[src/rtl/ahb_master_req_ctrl.sv]
// ahb_master_req_ctrl
//   Master-side request and burst sequencer. Takes one command from a master
//   core, requests the bus, and once granted drives the address-phase
//   controls beat by beat. It drops the request after the last beat is
//   accepted. Only one transaction is ever in flight.
//
// Ports
//   hclk, hreset_n        clock, asynchronous active-low reset
//   cmd_valid/cmd_ready   command handshake (cmd_ready high only in IDLE)
//   cmd_addr/burst/len/size/write   command fields, captured on acceptance
//   hreq                  bus request to the arbiter
//   hgrant, hwait         grant (already masked by hwait) and slave stall
//   haddr/htrans/hburst/hsize/hwrite   registered address-phase controls
//   beat_done             combinational pulse per accepted beat
//   xfer_done             registered pulse in the cycle after the last beat
//   hprior                dynamic priority (only with AHB_MST_DYN_PRIOR_EN)
//
// Build option
//   AHB_MST_DYN_PRIOR_EN  adds the hprior output: it ages while waiting for
//                         a grant and clears on entry to the data transfer.
module ahb_master_req_ctrl #(
  parameter int ADDR_W     = 32,
  parameter int PRIOR_BIT  = 2,
  parameter int AGE_CYCLES = 8
) (
  input  logic              hclk,
  input  logic              hreset_n,
  input  logic              cmd_valid,
  output logic              cmd_ready,
  input  logic [ADDR_W-1:0] cmd_addr,
  input  logic [2:0]        cmd_burst,
  input  logic [3:0]        cmd_len,
  input  logic [2:0]        cmd_size,
  input  logic              cmd_write,
  output logic              hreq,
  input  logic              hgrant,
  input  logic              hwait,
  output logic [ADDR_W-1:0] haddr,
  output logic [1:0]        htrans,
  output logic [2:0]        hburst,
  output logic [2:0]        hsize,
  output logic              hwrite,
  output logic              beat_done,
`ifdef AHB_MST_DYN_PRIOR_EN
  output logic [PRIOR_BIT-1:0] hprior,
`endif
  output logic              xfer_done
);

  // Wrap bounds reach 16 beats x 4 bytes, so the address must cover 64 bytes.
  if (ADDR_W < 6 || PRIOR_BIT < 1 || AGE_CYCLES < 1) begin : g_bad_cfg
    $error("ahb_master_req_ctrl: ADDR_W>=6, PRIOR_BIT>=1, AGE_CYCLES>=1 required");
  end

  typedef enum logic [1:0] {S_IDLE, S_REQ, S_BUS, S_DONE} state_t;

  localparam logic [1:0] TR_IDLE   = 2'd0;
  localparam logic [1:0] TR_NONSEQ = 2'd2;
  localparam logic [1:0] TR_SEQ    = 2'd3;

  state_t            state_reg, state_next;
  logic [3:0]        cnt_reg, cnt_next;
  logic              hreq_reg, hreq_next;
  logic [ADDR_W-1:0] haddr_reg, haddr_next;
  logic [1:0]        htrans_reg, htrans_next;
  logic [2:0]        hburst_reg, hburst_next;
  logic [2:0]        hsize_reg, hsize_next;
  logic              hwrite_reg, hwrite_next;
  logic              xfer_done_reg, xfer_done_next;

  logic              accept;
  logic [2:0]        size_clamped;
  logic [ADDR_W-1:0] inc;
  logic [ADDR_W-1:0] wrap_mask;
  logic              is_wrap;
  logic [ADDR_W-1:0] addr_inc;
  logic [ADDR_W-1:0] addr_adv;

  // Beats minus one for a given burst type.
  function automatic logic [3:0] beats_m1(input logic [2:0] burst, input logic [3:0] len);
    case (burst)
      3'd0:       beats_m1 = 4'd0;
      3'd1:       beats_m1 = len;
      3'd2, 3'd3: beats_m1 = 4'd3;
      3'd4, 3'd5: beats_m1 = 4'd7;
      default:    beats_m1 = 4'd15;
    endcase
  endfunction

  assign accept       = (state_reg == S_BUS) && hgrant && !hwait;
  assign size_clamped = (cmd_size > 3'd2) ? 3'd2 : cmd_size;

  // Next-beat address. For wrapping bursts the low bits (inside the
  // beats*inc window) advance and wrap, the high bits are kept.
  always_comb begin
    inc       = ADDR_W'(1) << hsize_reg;
    is_wrap   = 1'b1;
    wrap_mask = '0;
    case (hburst_reg)
      3'd2:    wrap_mask = (inc << 2) - ADDR_W'(1);
      3'd4:    wrap_mask = (inc << 3) - ADDR_W'(1);
      3'd6:    wrap_mask = (inc << 4) - ADDR_W'(1);
      default: is_wrap   = 1'b0;
    endcase
    addr_inc = haddr_reg + inc;
    addr_adv = is_wrap ? ((haddr_reg & ~wrap_mask) | (addr_inc & wrap_mask)) : addr_inc;
  end

  always_comb begin
    state_next     = state_reg;
    cnt_next       = cnt_reg;
    hreq_next      = hreq_reg;
    haddr_next     = haddr_reg;
    htrans_next    = htrans_reg;
    hburst_next    = hburst_reg;
    hsize_next     = hsize_reg;
    hwrite_next    = hwrite_reg;
    xfer_done_next = 1'b0;
    case (state_reg)
      S_IDLE: begin
        if (cmd_valid) begin
          state_next  = S_REQ;
          hreq_next   = 1'b1;
          haddr_next  = cmd_addr;
          hburst_next = cmd_burst;
          hsize_next  = size_clamped;
          hwrite_next = cmd_write;
          cnt_next    = beats_m1(cmd_burst, cmd_len);
        end
      end
      S_REQ: begin
        if (hgrant) begin
          state_next  = S_BUS;
          htrans_next = TR_NONSEQ;
        end
      end
      S_BUS: begin
        // Without an accepted beat everything holds (stall or lost grant).
        if (accept) begin
          if (cnt_reg == 4'd0) begin
            state_next     = S_DONE;
            hreq_next      = 1'b0;
            htrans_next    = TR_IDLE;
            xfer_done_next = 1'b1;
          end else begin
            cnt_next    = cnt_reg - 4'd1;
            haddr_next  = addr_adv;
            htrans_next = TR_SEQ;
          end
        end
      end
      default: begin
        state_next = S_IDLE;
      end
    endcase
  end

  always_ff @(posedge hclk or negedge hreset_n) begin
    if (!hreset_n) begin
      state_reg     <= S_IDLE;
      cnt_reg       <= '0;
      hreq_reg      <= 1'b0;
      haddr_reg     <= '0;
      htrans_reg    <= TR_IDLE;
      hburst_reg    <= '0;
      hsize_reg     <= '0;
      hwrite_reg    <= 1'b0;
      xfer_done_reg <= 1'b0;
    end else begin
      state_reg     <= state_next;
      cnt_reg       <= cnt_next;
      hreq_reg      <= hreq_next;
      haddr_reg     <= haddr_next;
      htrans_reg    <= htrans_next;
      hburst_reg    <= hburst_next;
      hsize_reg     <= hsize_next;
      hwrite_reg    <= hwrite_next;
      xfer_done_reg <= xfer_done_next;
    end
  end

  assign cmd_ready = (state_reg == S_IDLE);
  assign beat_done = accept;
  assign hreq      = hreq_reg;
  assign haddr     = haddr_reg;
  assign htrans    = htrans_reg;
  assign hburst    = hburst_reg;
  assign hsize     = hsize_reg;
  assign hwrite    = hwrite_reg;
  assign xfer_done = xfer_done_reg;

`ifdef AHB_MST_DYN_PRIOR_EN
  localparam int AGE_W = (AGE_CYCLES > 1) ? $clog2(AGE_CYCLES) : 1;

  logic [AGE_W-1:0]     age_reg, age_next;
  logic [PRIOR_BIT-1:0] hprior_reg, hprior_next;

  // Priority ages only while requesting; the grant cycle clears it so the
  // first BUS cycle already shows 0.
  always_comb begin
    age_next    = age_reg;
    hprior_next = hprior_reg;
    if (state_reg == S_REQ) begin
      if (hgrant) begin
        age_next    = '0;
        hprior_next = '0;
      end else if (age_reg == AGE_W'(AGE_CYCLES - 1)) begin
        age_next = '0;
        if (hprior_reg != {PRIOR_BIT{1'b1}}) begin
          hprior_next = hprior_reg + PRIOR_BIT'(1);
        end
      end else begin
        age_next = age_reg + AGE_W'(1);
      end
    end
  end

  always_ff @(posedge hclk or negedge hreset_n) begin
    if (!hreset_n) begin
      age_reg    <= '0;
      hprior_reg <= '0;
    end else begin
      age_reg    <= age_next;
      hprior_reg <= hprior_next;
    end
  end

  assign hprior = hprior_reg;
`endif

endmodule

[config.mk]
export PLATFORM = sky130hd
export DESIGN_NAME = ahb_master_req_ctrl
export DESIGN_NICKNAME = d
export VERILOG_FILES = /design/src/rtl/ahb_master_req_ctrl.sv
export SDC_FILE = /design/constraint.sdc
export NUM_CORES = 1
export LEC_CHECK = 0
export CAP_MARGIN = 10
export CORE_ASPECT_RATIO = 0.75
export CORE_MARGIN = 3
export CORE_UTILIZATION = 45
export DETAILED_ROUTE_END_ITERATION = 10
export PLACE_DENSITY = 0.77
export SKIP_LAST_GASP = 1
export SLEW_MARGIN = 5
export SYNTH_ARGS = -nofsm -noshare
export SYNTH_HDL_FRONTEND = slang
export SYNTH_SLANG_ARGS = --single-unit
[constraint.sdc]
create_clock -name hclk -period 2.75 [get_ports hclk]
set_input_delay 0.275 -clock hclk [delete_from_list [all_inputs] [get_ports hclk]]
set_output_delay 0.275 -clock hclk [all_outputs]
set_load 0.02 [all_outputs]
Yosys cells after proc, flatten, opt, wreduce, memory -nomap -nowiden:

Cells that the tools add are included.

* input port bits: 48
* bits in registers: 49
* output and inout bits: 45
* word-level logic and storage cells: 79

* shift-type cells: 1
* reductions and logical operators: 16
* $add $sub $neg: 5
* $lt $le $gt $ge: 1
* muxes and demuxes: 28
* bitwise operators: 4
* equality and inequality tests: 15

Operator list (count)
* 2-to-1 mux 32 bit: 4
* case mux 32 bit (3 select lines): 1
* subtractor 32 x 1 -> 32 bit (second input constant): 3
* AND 32 bit: 2
* case mux 32 bit (2 select lines): 1
* adder 32 bit: 1
* NOT 32 bit: 1
* bitwise OR 32 bit: 1
* << shifter 1 x 3 -> 32 bit (first input constant): 1
* case mux 4 bit (4 select lines): 1
* == test 3 bit (second input constant): 4
* 2-to-1 mux 2 bit: 6
* 2-to-1 mux 4 bit: 3
* AND reduction 4 bit: 3
* == test 3 x 2 -> 1 bit (second input constant): 3
* != test 2 bit (second input constant): 4
* case mux 4 bit (2 select lines): 1
* 2-to-1 mux 1 bit: 7
* case mux 2 bit (3 select lines): 1
* logical NOT 4 bit: 1
* case mux 2 bit (2 select lines): 1
* nonzero test 2 bit: 2
* OR reduction 2 bit: 2
* subtractor 4 x 1 -> 4 bit (second input constant): 1
* 14 further kinds: 15

Longest topological paths before layout:

Gate-level depths: netlist of the first run.

* depth in word-level cells: 10
* gate-level depth with buffers: 14

Worst setup path before layout of the first run:

No wires, ideal clock.

* kind: register to register
* start point: register hsize_reg[1], in the netlist hsize[1]
* end point: register (tool-made name)
* data required time: 2624 ps
* period minus slack after synthesis: 2926 ps
* buffers on the path: 3
* stages on the path, launching flop included: 14
* data arrival time: 2800 ps
* setup slack: -176 ps
* cells stage by stage: dfrtp_1 -> buf_4 -> clkbuf_1 -> nor3_1 -> ha_1 -> ha_1 -> o21ai_0 -> a21oi_1 -> o21ai_0 -> o22ai_1 -> clkbuf_1 -> nand4_1 -> mux2i_1 -> a221o_1

RTL lines
* start, declared: line 67 `logic [2:0] hsize_reg, hsize_next;`
* start signal, assigned: line 176 `hsize_reg <= hsize_next;`

==> impl_metrics.yaml, run 1 <==
flow_run:
  drv_cap: 0
clocking:
  cts_sinks: 49
  clock_path_buffers: 2
  cts-buffers-inserted: 5
  htree_levels: 2
  path_clk_slew_ns: 0.10
  cts-root-buf: "clkbuf_8"
  cts_tree: "yes"
  clk_latency_ns: 0.31
cells_and_area:
  antenna_cells: 0
  drive_gt1_share_pct: 11.7
  n_fill_cell: 674
  final_core_utilization_pct: 65.4
  area_growth_pct: 36.4
  fin_nets: 611
routing:
  ant_nets: 0
  wl_per_cell_um: 17.8
  post-route-drc-count: 0
  vias: 4018
  drtIter0Drc: 342
  dr.pass1.iters: 4
  vias_per_cell: 6.13
  wirelength_mm: 11.7
yosys:
  synthCells: 454
  synth.top_cell.area_share_pct: 33.8
  yosysMostFrequentCell: "dfrtp_1"
  synthTopCellsByCount: "dfrtp_1, nand2_1, a21oi_1, o21ai_0, nor2_1"
  async_flop_share_pct: 100
  synth.ff_latch_count: 49
  yosysWarnings: 0
  synth_area_per_cell_um2: 7.99
  syn_nets: 511
  synth_seq_area_share_pct: 33.8
  synth.area.top_cells: "dfrtp_1, a21oi_1, o21ai_0, nand2_1, nor2_1"
  synth_flop_cell: "dfrtp_1"
  synth_edf_count: 0
  synth_area_um2: 3630
  yosysTopAreaCell: "dfrtp_1"
  ys_types: 63
power:
  leakage_nw: 1.98
  vdd_ir_drop_max_v: 0.000562
  p_seq_share_pct: 26.9
  p_int_mw: 2.97
  clkPwrFrac_pct: 9.7
  p_per_area_nw_per_um2: 1160
  p_comb_share_pct: 63.4
  switching_share_pct: 48.4
  p_switching_mw: 2.78
  power.total_mw: 5.75
timing:
  rsz0062_at_grt: "no"
  fin_crit_ns: 2.58
  finalSetupViolCount: 0
  finalHoldViolCount: 0
  tightest_slew_ns: 0.866
  finClkSkew_ns: 0.0123
  drv_slew: 0
  max_freq_mhz: 387
  layout_worst_path_cycle_share_pct: 93.9
  relSlewSlack_pct: 40.8
  finalSetupTns_ns: 0
place:
  place_hpwl_mm: 8.53
  numPortBuffers: 92
  place_congestion: 0.884
global_routing:
  grt_remaining_overflow: 0
  grt_usage_pct: 25.0
  grt_max_degree: 39
  grt_pass1_vias: 3588
  grt_first_pass_wirelength_mm: 18.5
  antenna_found_initial: 0
critical_path:
  crit_type: "reg -> reg"
  worstSetupEndpointType: "flip-flop"
  start_kind: "flip-flop"
  r2r_cells: 9
  required_ns: 2.94
  r2r_start: "hsize[0]"
  cp.arrival_ns: 2.77
  regToRegSetupSlack_ns: 0.17
  crit_fanout: 11
  critPathLaunch: "hsize[0]"
floorplanning:
  initial_utilization_pct: 47.9
  core_um2: 7570
  die_h_um: 83.8
  pin_count: 93
  fp.dieArea_um2: 9190
  fp-row-count: 27
  die_w_um: 110
run_status:
  status: "completed"
worst_hold_path:
  hold_path.class: "in -> async"
-- metal layers --
layer | vias up | wire length, um | track usage (%)
li1 | 1881 | - | -
met1 | 1916 | 5370 | 38.7
met2 | 208 | 5100 | 35.6
met3 | 13 | 1100 | 5.18
met4 | 0 | 109 | 5.32
met5 | - | 0 | 0
-- worst max-delay path, cell delays in order, from the launching register on --
cell and delay, ns:
dfrtp_2 0.50, buf_4 0.16, or3b_1 0.38, o22ai_2 0.16
o211ai_1 0.12, and3_4 0.23, a21o_1 0.21, or4_1 0.48
mux2i_1 0.14, a21oi_1 0.08
-- power by group through the flow --
stage          Combinational [mW]  Sequential, mW  Clock (mW)
2_1_floorplan                1.92            1.76           0
3_3_place_gp                 3.43            1.53           0
3_5_place_dp                 3.50            1.54           0
4_1_cts                      3.52            1.53       0.568
5_1_grt                      4.01            1.60       0.606
6_report                     3.65            1.55       0.557
-- layout by cell type, fill, tap and decap left out, types with 5 or more instances in the layout --
master	n
o22ai_1	9
xnor2_1	6
nor2b_1	6
a22oi_1	6
inv_1	11
a21oi_1	44
mux2_2	5
o21bai_1	6
clkdlybuf4s50_1	91
o21ai_0	44
nand3_1	21
dfrtp_1	46
nor3_1	15
mux2i_1	12
nor2_1	37
buf_4	27
and3_1	8
ha_1	6
a31oi_1	8
nand4_1	5
clkbuf_8	6
nand2_1	48
-- metrics by stage --
step	cells	setup slack, ns	hold slack (ns)	cell area [um^2]
detailed placement	639	0.111	0.311	4720
CTS	648	0.0966	0.502	4850
floorplan	454	0.00137	-0.0206	3650
global placement	639	0.181	0.306	4720
finish	656	0.167	0.497	4950
global route	656	0.0146	0.537	4950
-- final cells by class --
class / instances / area, um^2 / area share (%)
Multi-Input combinational cell: 365 / 2290 / 46.2
Sequential cell: 49 / 1230 / 24.9
Timing Repair Buffer: 122 / 1140 / 23.1
Tap cell: 101 / 126 / 2.55
Clock buffer: 6 / 82.6 / 1.67
Inverter: 11 / 41.3 / 0.834
Clock inverter: 2 / 37.5 / 0.759
-- worst min path at each step --
stage          startpoint                          to  slack (ns)
5_1_grt          hreset_n                  cnt_reg[2]        0.54
3_3_place_gp     hreset_n  asynchronous set/reset pin        0.31
4_1_cts        cnt_reg[3]                  cnt_reg[3]        0.50
6_report         hreset_n  asynchronous set/reset pin        0.50
3_5_place_dp     hreset_n  asynchronous set/reset pin        0.31
2_1_floorplan    hreset_n  asynchronous set/reset pin       -0.02
-- cell families after synthesis --
kind of cell,after synthesis,synth area share [%]
and+or+nand+nor,173,23.9
buffers and inverters,40,4.72
muxes,17,4.86
AOI/OAI and AO/OA,158,27.7
xor gates and xnor gates,8,1.93
DFF,49,33.8
adders and majority gates,9,3.10
-- timing repair --
action                     CTS  global route
setup endpoints to repair    0            21
hold buffers                 1             0
setup buffers                0             8
hold endpoints to repair    23             0
resized for setup            0            11
Power figures use the tool's default switching activity.
==> run 2: changes to the inputs <==
--- a/config.mk
+++ b/config.mk
@@ -11,7 +11,6 @@
 export CORE_UTILIZATION = 45
 export DETAILED_ROUTE_END_ITERATION = 10
 export PLACE_DENSITY = 0.77
-export SKIP_LAST_GASP = 1
 export SLEW_MARGIN = 5
 export SYNTH_ARGS = -nofsm -noshare
 export SYNTH_HDL_FRONTEND = slang
==> results of run 2 <==
No change in the layout: final DEF, timing and power equal those of run 1.
==> run 3: changes to the inputs <==
--- a/config.mk
+++ b/config.mk
@@ -8,9 +8,8 @@
 export CAP_MARGIN = 10
 export CORE_ASPECT_RATIO = 0.75
 export CORE_MARGIN = 3
-export CORE_UTILIZATION = 45
+export CORE_UTILIZATION = 23
 export DETAILED_ROUTE_END_ITERATION = 10
-export PLACE_DENSITY = 0.77
 export SLEW_MARGIN = 5
 export SYNTH_ARGS = -nofsm -noshare
 export SYNTH_HDL_FRONTEND = slang
==> run 3 against run 2 <==
  * Die area rose by 89%
  * Sequential cell count stayed put
  * Critical path depth up 1
  * Sequential share of layout area fell by 1.2 points
  * Largest cell class unchanged
  * Non-clock buffer count up 8
  * Final cell count up 17%
  * Combinational power increased by 2%
  * Clock-buffer cell count up 1
  * Clock skew decreased by 0.0042 ns
  * Maximum frequency is 1.5% lower
  * Largest power group unchanged
==> impl_metrics.yaml, run 3 (synthesized netlist as in run 1, its figures left out) <==
cells_and_area:
  area_growth_pct: 42.9
  antenna_cells: 0
  n_fill_cell: 1606
  drive_gt1_share_pct: 12.4
  final_cell_mix: "clkdlybuf4s50_1, nand2_1, dfrtp_1"
  fin_cells: 768
  fin_nets: 619
  multi_input_area_um2: 2270
  seqCellArea_um2: 1230
  final_common_cell: "clkdlybuf4s50_1"
global_routing:
  grt_usage_pct: 14.7
  grt_max_degree: 39
  grt_remaining_overflow: 0
  antenna_found_initial: 0
  grt_first_pass_wirelength_mm: 20.2
  grt_pass1_vias: 3689
power:
  vdd_ir_drop_max_v: 0.000423
  p_per_area_nw_per_um2: 1160
  leakage_nw: 2.06
  power.total_mw: 6.00
routing:
  dr.pass1.iters: 5
  met1Wirelength_mm: 6.39
  wl_met2_mm: 5.78
  wirelength_mm: 13.1
  ant_nets: 0
  wl_met3_um: 849
  post-route-drc-count: 0
  drtIter0Drc: 178
  vias: 3912
  vias_per_cell: 5.09
  wl_per_cell_um: 17.0
  top_layer: "met4"
floorplanning:
  pin_count: 93
  fp.dieArea_um2: 17300
  die_w_um: 151
  initial_utilization_pct: 23.7
  core_um2: 15300
  fp-row-count: 39
  die_h_um: 115
critical_path:
  regToRegSetupSlack_ns: 0.13
  crit_type: "reg -> reg"
  crit_fanout: 13
  r2r_cells: 10
  critPathLaunch: "hsize[2]"
  critical_path.cell_chain: "nand2_1 > nor2_1 > ha_1 > or2_2 > a31oi_1 > or2_4 > a21o_1 > or4_1 > mux2i_1 > a21oi_1"
  worstSetupEndpointType: "flip-flop"
  worst_path_largest_cell_delay_ns: 0.50
  r2r_start: "hsize[2]"
  required_ns: 2.91
  cp.arrival_ns: 2.78
  cpMaxStageDelayCell: "dfrtp_2"
  start_kind: "flip-flop"
timing:
  finalSetupTns_ns: 0
  relSlewSlack_pct: 50.2
  layout_worst_path_cycle_share_pct: 95.4
  finalHoldViolCount: 0
  drv_slew: 0
  finalSetupViolCount: 0
  fin_crit_ns: 2.62
  max_freq_mhz: 381
  finClkSkew_ns: 0.00809
  tightest_slew_ns: 0.728
worst_hold_path:
  hold_path.class: "in -> async"
clocking:
  cts-buffers-inserted: 5
  clock_path_buffers: 2
  cts_sinks: 49
  cts-root-buf: "clkbuf_16"
  path_clk_slew_ns: 0.07
  htree_levels: 2
  cts_tree: "yes"
  clk_latency_ns: 0.29
place:
  numPortBuffers: 92
  place_congestion: 0.841
  dp_cells: 749
  place_hpwl_mm: 9.86
flow_run:
  drv_cap: 0
run_status:
  status: "completed"
[run 3: area by class of cell]
class | count | area share [%]
Clock buffer | 7 | 2.75
Clock inverter | 1 | 0.579
Inverter | 11 | 0.796
Multi-Input combinational cell | 365 | 43.8
Sequential cell | 49 | 23.7
Tap cell | 205 | 4.95
Timing Repair Buffer | 130 | 23.4
[run 3: stage by stage]
stage / area (um^2) / utilization [%] / hold WS [ns] / worst slack [ns]
2_1_floorplan: 3650 / - / -0.0206 / 0.00137
3_3_place_gp: 4900 / 32.0 / 0.273 / 0.124
3_5_place_dp: 4900 / 32.0 / 0.284 / 0.0651
4_1_cts: 5090 / 33.2 / 0.499 / 0.0429
5_1_grt: 5180 / 33.8 / 0.540 / -0.0440
6_report: 5180 / 33.8 / 0.479 / 0.127
[run 3: metal layers]
| metal | up-vias | global-route usage, % |
|---|---|---|
| met5 | - | 0 |
| met4 | 0 | 2.23 |
| met3 | 4 | 2.80 |
| met2 | 124 | 22.1 |
| met1 | 1884 | 22.3 |
| li1 | 1900 | - |
[run 3: power by group]
part | switching, mW | internal, mW
clock network | 0.287 | 0.456
registers | 0.472 | 1.07
logic | 2.08 | 1.63
total | 2.84 | 3.16
[run 3: worst max-delay path by stage]
stage	endpoint	slack, ns	cells after the start
2_1_floorplan	flip-flop	0.001	13
3_3_place_gp	flip-flop	0.12	11
3_5_place_dp	flip-flop	0.07	11
4_1_cts	flip-flop	0.04	11
5_1_grt	flip-flop	-0.04	13
6_report	flip-flop	0.13	10
[run 3: critical path: cells and delay by family, from the launching register on]
| family | cells | cell delay, ns |
|---|---|---|
| AND/OR/NAND/NOR | 5 | 1.06 |
| AO/OA/AOI/OAI | 3 | 0.40 |
| adder cells (fa/ha/maj) | 1 | 0.39 |
| multiplexers | 1 | 0.15 |
| flip-flops | 1 | 0.50 |
[run 3: what timing repair did]
action | 4_1_cts | 5_1_grt
endpoints found under the hold margin | 19 | 0
hold buffers | 1 | 0
resized for setup | 0 | 6
buffers inserted | 0 | 10
setup endpoints to repair | 0 | 19
